### config.mk
export PLATFORM = sky130hd
export DESIGN_NAME = hcsr04_ranger_flat
export DESIGN_NICKNAME = d
export VERILOG_FILES = /design/src/rtl/hcsr04_ranger_if.sv /design/src/rtl/hcsr04_ranger.sv /design/src/flat_wrapper.sv
export SDC_FILE = /design/constraint.sdc
export NUM_CORES = 1
export LEC_CHECK = 0
export ABC_CLOCK_PERIOD_IN_PS = 4250
export BUFFER_PORTS_ARGS = -buffer_cell sky130_fd_sc_hd__clkbuf_2
export CORE_ASPECT_RATIO = 1.5
export CORE_MARGIN = 8
export CORE_UTILIZATION = 54
export DETAILED_ROUTE_END_ITERATION = 12
export HOLD_SLACK_MARGIN = 0.12
export PLACE_DENSITY_LB_ADDON = 0.12
export REMOVE_ABC_BUFFERS = 1
export SYNTH_ARGS = -nofsm -noshare
export SYNTH_HDL_FRONTEND = slang
export SYNTH_SLANG_ARGS = --single-unit
### constraint.sdc
create_clock -name clk_clk -period 4.25 [get_ports clk_clk]
set_input_delay 0 -clock clk_clk [delete_from_list [all_inputs] [get_ports clk_clk]]
set_output_delay 0 -clock clk_clk [all_outputs]
set_load 0.05 [all_outputs]
### src/rtl/hcsr04_ranger_if.sv
// Trigger/echo and result bundle between the Nios PIO side and the ranging engine.
interface hcsr04_ranger_if #(
    parameter int DIST_W = 9
);
    logic              start;
    logic              auto_en;
    logic              echo_in;
    logic              trig_out;
    logic [DIST_W-1:0] dist_cm;
    logic              dist_valid;
    logic              timeout;
    logic              busy;

    modport master (
        output start, auto_en, echo_in,
        input  trig_out, dist_cm, dist_valid, timeout, busy
    );

    modport slave (
        input  start, auto_en, echo_in,
        output trig_out, dist_cm, dist_valid, timeout, busy
    );
endinterface

### src/rtl/hcsr04_ranger.sv
// HC-SR04 ranging engine: issues the trigger pulse, times the echo in whole
// microseconds and reports the distance in centimetres (saturating, with timeout).
module hcsr04_ranger #(
    parameter int CLK_HZ     = 50000000,
    parameter int TRIG_US    = 10,
    parameter int CM_US      = 58,
    parameter int TIMEOUT_US = 38000,
    parameter int HOLDOFF_US = 60000,
    parameter int DIST_W     = 9
) (
    input  logic           clk_clk,
    input  logic           reset_reset,
    hcsr04_ranger_if.slave rng
);
    localparam int CYC_US = CLK_HZ / 1000000;
    localparam int US_MAX = (TIMEOUT_US > HOLDOFF_US)
                          ? ((TIMEOUT_US > TRIG_US) ? TIMEOUT_US : TRIG_US)
                          : ((HOLDOFF_US > TRIG_US) ? HOLDOFF_US : TRIG_US);
    localparam int US_W   = $clog2(US_MAX + 1);
    localparam int PRE_W  = (CYC_US > 1) ? $clog2(CYC_US) : 1;
    localparam int SUB_W  = (CM_US > 1) ? $clog2(CM_US) : 1;
    localparam logic [DIST_W-1:0] DIST_MAX = '1;

    typedef enum logic [2:0] {
        IDLE,
        TRIG,
        WAIT_RISE,
        MEASURE,
        HOLDOFF
    } state_t;

    state_t            state;
    state_t            state_nx;
    logic              echo_m;
    logic              echo_s;
    logic              echo_q;
    logic [PRE_W-1:0]  pre_cnt;
    logic [US_W-1:0]   us_cnt;
    logic [SUB_W-1:0]  cm_sub;
    logic [DIST_W-1:0] cm_cnt;
    logic [DIST_W-1:0] cm_nx;
    logic              us_tick;
    logic              cm_wrap;
    logic              done_ok;
    logic              done_to;

    assign us_tick = (pre_cnt == PRE_W'(CYC_US - 1));
    assign cm_wrap = us_tick && (cm_sub == SUB_W'(CM_US - 1));
    // The exit cycle's own tick must be included, so the result is taken from the next value.
    assign cm_nx   = (cm_wrap && (cm_cnt != DIST_MAX)) ? cm_cnt + DIST_W'(1) : cm_cnt;

    always_ff @(posedge clk_clk) begin
        if (reset_reset) begin
            state <= IDLE;
        end else begin
            state <= state_nx;
        end
    end

    always_comb begin
        state_nx = state;
        done_ok  = 1'b0;
        done_to  = 1'b0;
        unique case (state)
            IDLE: begin
                if (rng.start || rng.auto_en) state_nx = TRIG;
            end
            TRIG: begin
                if (us_tick && (us_cnt == US_W'(TRIG_US - 1))) state_nx = WAIT_RISE;
            end
            WAIT_RISE: begin
                if (echo_s && !echo_q) begin
                    state_nx = MEASURE;
                end else if (us_tick && (us_cnt == US_W'(TIMEOUT_US - 1))) begin
                    done_to  = 1'b1;
                    state_nx = HOLDOFF;
                end
            end
            MEASURE: begin
                if (!echo_s) begin
                    done_ok  = 1'b1;
                    state_nx = HOLDOFF;
                end else if (us_tick && (us_cnt == US_W'(TIMEOUT_US - 1))) begin
                    done_to  = 1'b1;
                    state_nx = HOLDOFF;
                end
            end
            HOLDOFF: begin
                if (us_tick && (us_cnt == US_W'(HOLDOFF_US - 1))) state_nx = IDLE;
            end
            default: state_nx = IDLE;
        endcase
    end

    always_ff @(posedge clk_clk) begin
        if (reset_reset) begin
            echo_m         <= 1'b0;
            echo_s         <= 1'b0;
            echo_q         <= 1'b0;
            pre_cnt        <= '0;
            us_cnt         <= '0;
            cm_sub         <= '0;
            cm_cnt         <= '0;
            rng.trig_out   <= 1'b0;
            rng.busy       <= 1'b0;
            rng.dist_valid <= 1'b0;
            rng.dist_cm    <= '0;
            rng.timeout    <= 1'b0;
        end else begin
            echo_m <= rng.echo_in;
            echo_s <= echo_m;
            echo_q <= echo_s;

            if ((state_nx != state) || (state == IDLE)) begin
                pre_cnt <= '0;
                us_cnt  <= '0;
            end else if (us_tick) begin
                pre_cnt <= '0;
                us_cnt  <= us_cnt + US_W'(1);
            end else begin
                pre_cnt <= pre_cnt + PRE_W'(1);
            end

            if (state_nx != state) begin
                cm_sub <= '0;
                cm_cnt <= '0;
            end else if ((state == MEASURE) && us_tick) begin
                cm_sub <= cm_wrap ? '0 : cm_sub + SUB_W'(1);
                cm_cnt <= cm_nx;
            end

            rng.trig_out   <= (state == TRIG);
            rng.busy       <= (state != IDLE);
            rng.dist_valid <= done_ok || done_to;
            if (done_ok) begin
                rng.dist_cm <= cm_nx;
                rng.timeout <= 1'b0;
            end else if (done_to) begin
                rng.dist_cm <= DIST_MAX;
                rng.timeout <= 1'b1;
            end
        end
    end
endmodule

### src/flat_wrapper.sv
// flat-port wrapper written by rule: the top's interface ports become plain ports
module hcsr04_ranger_flat 
#(
    parameter int CLK_HZ     = 50000000,
    parameter int TRIG_US    = 10,
    parameter int CM_US      = 58,
    parameter int TIMEOUT_US = 38000,
    parameter int HOLDOFF_US = 60000,
    parameter int DIST_W     = 9
)
  (clk_clk, reset_reset, rng_start, rng_auto_en, rng_echo_in, rng_trig_out, rng_dist_cm, rng_dist_valid, rng_timeout, rng_busy);
  hcsr04_ranger_if #(.DIST_W(DIST_W)) rng_i ();
  input  logic clk_clk;
  input  logic reset_reset;
  input wire logic [$bits(rng_i.start)-1:0] rng_start;
  input wire logic [$bits(rng_i.auto_en)-1:0] rng_auto_en;
  input wire logic [$bits(rng_i.echo_in)-1:0] rng_echo_in;
  output wire logic [$bits(rng_i.trig_out)-1:0] rng_trig_out;
  output wire logic [$bits(rng_i.dist_cm)-1:0] rng_dist_cm;
  output wire logic [$bits(rng_i.dist_valid)-1:0] rng_dist_valid;
  output wire logic [$bits(rng_i.timeout)-1:0] rng_timeout;
  output wire logic [$bits(rng_i.busy)-1:0] rng_busy;
  assign rng_i.start = rng_start;
  assign rng_i.auto_en = rng_auto_en;
  assign rng_i.echo_in = rng_echo_in;
  assign rng_trig_out = rng_i.trig_out;
  assign rng_dist_cm = rng_i.dist_cm;
  assign rng_dist_valid = rng_i.dist_valid;
  assign rng_timeout = rng_i.timeout;
  assign rng_busy = rng_i.busy;
  hcsr04_ranger #(.CLK_HZ(CLK_HZ), .TRIG_US(TRIG_US), .CM_US(CM_US), .TIMEOUT_US(TIMEOUT_US), .HOLDOFF_US(HOLDOFF_US), .DIST_W(DIST_W)) u_core (.clk_clk(clk_clk), .reset_reset(reset_reset), .rng(rng_i));
endmodule
==> insert_results.sql <==
INSERT INTO impl_metrics (metric_group, metric, value, unit) VALUES
('timing', 'worst_slew_pin_slew', '1.17', 'ns'),
('worst_setup_path', 'critPathRequiredTime', '4.43', 'ns'),
('yosys', 'yosys-mux-area-fraction', '1.83', '%'),
('timing', 'slew_headroom', '21.9', '%'),
('final_layout', 'final_layout_size_suffix_gt1_share', '9.61', '%'),
('worst_setup_path', 'worstSetupEndpointType', 'flip-flop', ''),
('yosys', 'number_of_enable_flip_flop_cells_after_synthesis', '0', ''),
('drt', 'totalWireLength', '5.86', 'mm'),
('hold_path', 'holdCritStartpoint', 'u_core.echo_m$_SDFF_PP0_', ''),
('grt', 'overflow_after_grt', '0', ''),
('die', 'initial_core_util', '56.4', '%'),
('die', 'design.core.area', '4850', 'um^2'),
('die', 'io_pins', '18', ''),
('cts', 'tritoncts.num_buffers', '5', ''),
('worst_setup_path', 'crit_slowest_cell', 'or4_1', ''),
('yosys', 'synthesized_netlist_cell_count', '316', ''),
('placement', 'gp_routability_congestion', '0.853', ''),
('timing', 'finalHoldViolCount', '0', ''),
('worst_setup_path', 'crit_arrival', '2.91', 'ns'),
('cts', 'clk_root_buffer_cell', 'clkbuf_8', ''),
('die', 'placementRows', '31', ''),
('yosys', 'avgSynthCellArea', '8.66', 'um^2'),
('die', 'die_area', '7650', 'um^2'),
('drt', 'detail-route-antenna-nets', '0', ''),
('run_status', 'outcome', 'complete, no violations', ''),
('worst_setup_path', 'setup.worst_path.start_class', 'flip-flop', ''),
('pwr', 'cellPowerDensity', '288', 'nW/um^2'),
('yosys', 'synthTopCellsByArea', 'dfxtp_1 (41%), xnor2_1 (6.7%), nor3_1 (6.4%), xor2_1 (5.1%), nor2_1 (4.4%)', ''),
('cts', 'post_cts.repair.setup_buffers', '0', ''),
('timing', 'final_min_period_over_clock_period', '64.1', '%'),
('drt', 'detailed_route_drc_error_count', '0', ''),
('grt', 'initial_antenna_violation_count', '0', ''),
('die', 'die_height', '103', 'um'),
('die', 'die_width', '74.1', 'um'),
('timing', 'unrepaired_setup_endpoints_after_global_routing', 'no', ''),
('worst_setup_path', 'path_max_fanout', '15', ''),
('pwr', 'cellLeakagePower', '1.05', 'nW'),
('final_layout', 'area_grow_syn2layout', '9.10', '%'),
('timing', 'report.final.slew_viol_count', '0', ''),
('yosys', 'synth-simple-area-share', '29.7', '%'),
('final_layout', 'insertedDiodeCount', '0', ''),
('cts', 'clk_transition_reported_paths', '0.11', 'ns'),
('timing', 'timing.fmax', '367', 'MHz'),
('pwr', 'power.ir.vdd_worst', '0.203', 'mV'),
('final_layout', 'fin_area', '2980', 'um^2'),
('yosys', 'netlist.top_cell.by_area', 'dfxtp_1', ''),
('pwr', 'power.total', '0.860', 'mW'),
('placement', 'dp_hpwl', '4.33', 'mm'),
('cts', 'cts-resized-gates', '0', ''),
('cts', 'cts_tree', 'yes', ''),
('yosys', 'post-synth-top-area-fraction', '41.0', '%'),
('yosys', 'fraction_of_the_mapped_netlist_area_in_compound_gates', '8.46', '%'),
('cts', 'clock_tree.buffer_depth', '2', ''),
('timing', 'fin_crit', '2.73', 'ns'),
('drt', 'drt_first_iter_violations', '102', ''),
('drt', 'route.vias.total', '2239', ''),
('placement', 'pre_cts_slack', '1.55', 'ns'),
('yosys', 'synth-xor-area-share', '11.8', '%'),
('cts', 'clock_tree.htree_level_count', '2', ''),
('timing', 'timing.setup.tns', '0', 'ns'),
('drt', 'first_pass_iters', '6', ''),
('timing', 'layout_setup_ws', '1.52', 'ns'),
('yosys', 'synth.yosys.seq_area_share', '41.0', '%'),
('yosys', 'synth.distinct_cells', '42', ''),
('worst_setup_path', 'critical_path_class', 'flip-flop to flip-flop', ''),
('worst_setup_path', 'timing.critical_path.cells', 'ha_1 -> nand3_1 -> or2_2 -> nor2_1 -> ha_1 -> nand4bb_1 -> or4_1 -> nor4_1 -> xnor2_1 -> nor3_1', ''),
('timing', 'worst_clock_skew', '0.0172', 'ns'),
('cts', 'cts.hold.buffers_added', '5', ''),
('yosys', 'combinational_family_with_the_most_area_after_synthesis', 'simple AND/OR/NAND/NOR gates', ''),
('grt', 'grt_first_pass_wirelength', '9.52', 'mm'),
('grt', 'grt_util_all_layers', '16.1', '%');
routing by layer:
layer	global-route usage (%)	part of all wire, %	wire (um)
met3	2.82	2.5	148
met5	0	0	0
met4	9.12	3.2	186
met1	16.8	42	2460
met2	28.9	52	3070
placed cells by master, fill, tap and decap left out, drive strengths merged, types with 3 or more instances in the layout:
| cell | instances |
|---|---|
| xor2 | 16 |
| o31ai | 9 |
| nand3 | 16 |
| nand4 | 13 |
| nand2 | 23 |
| or2 | 3 |
| dfxtp | 56 |
| nor2b | 3 |
| ha | 8 |
| inv | 11 |
| mux2i | 5 |
| xnor2 | 21 |
| nor3 | 35 |
| and2 | 3 |
| a21oi | 14 |
| dlygate4sd3 | 5 |
| clkbuf | 22 |
| nor4 | 6 |
| and3 | 4 |
| nor2 | 32 |
flip-flops by register name (all words and copies together), names as in the netlist:
name and flops:
u_core.echo_m 1, u_core.rng.dist_valid 1, u_core.rng.trig_out 1, u_core.cm_sub 6, u_core.cm_cnt 9, u_core.us_cnt 16, u_core.pre_cnt 6, u_core.echo_q 1
u_core.state 3, u_core.echo_s 1, u_core.rng.timeout 1, u_core.rng.busy 1, u_core.rng.dist_cm 9
final timing paths:
check | end | slack, ns | cells after the start
min | u_core.echo_s$_SDFF_PP0_ | 0.46 | 1
max reg2reg | u_core.cm_cnt[7]$_SDFFE_PP0P_ | 1.52 | 10
max | u_core.cm_cnt[7]$_SDFFE_PP0P_ | 1.52 | 10
min reg2reg | u_core.echo_s$_SDFF_PP0_ | 0.46 | 1
cells by family (layout without fill, tap and decap cells):
| group | after synthesis | after routing |
|---|---|---|
| compound gates | 33 | 33 |
| fa+ha+maj | 8 | 8 |
| flops | 56 | 56 |
| xor+xnor | 37 | 37 |
| buf+inv | 23 | 40 |
| simple gates | 154 | 154 |
| mux | 5 | 5 |
per-stage QoR:
step	cells	hold WS [ns]	util, %
2_1_floorplan	303	0.0667	-
3_3_place_gp	386	0.208	58.7
3_5_place_dp	386	0.219	58.7
4_1_cts	399	0.461	61.5
5_1_grt	399	0.466	61.5
6_report	399	0.458	61.5
layout make-up:
type,count,area [um^2]
inverter,10,37.5
clock inverter,3,21.3
fill,467,1860
sequential,56,1120
tap,66,82.6
multi-input combinational,237,1520
clock buffer,5,68.8
timing repair buffer,22,135
report_power, final:
part           switching [mW]  internal [mW]  total [mW]  leakage [nW]
Sequential            0.00439          0.528       0.533         0.452
Clock                   0.177          0.117       0.294        0.0445
Combinational          0.0224         0.0109      0.0333         0.552
critical path, delay by kind of cell (launching register included):
kind / cells / cell delay (ns)
adder cells (fa/ha/maj): 2 / 0.40
flip-flops: 1 / 0.37
AND/OR/NAND/NOR: 7 / 1.65
XOR/XNOR: 1 / 0.16
Note: power is estimated with default switching activity, not from simulation.
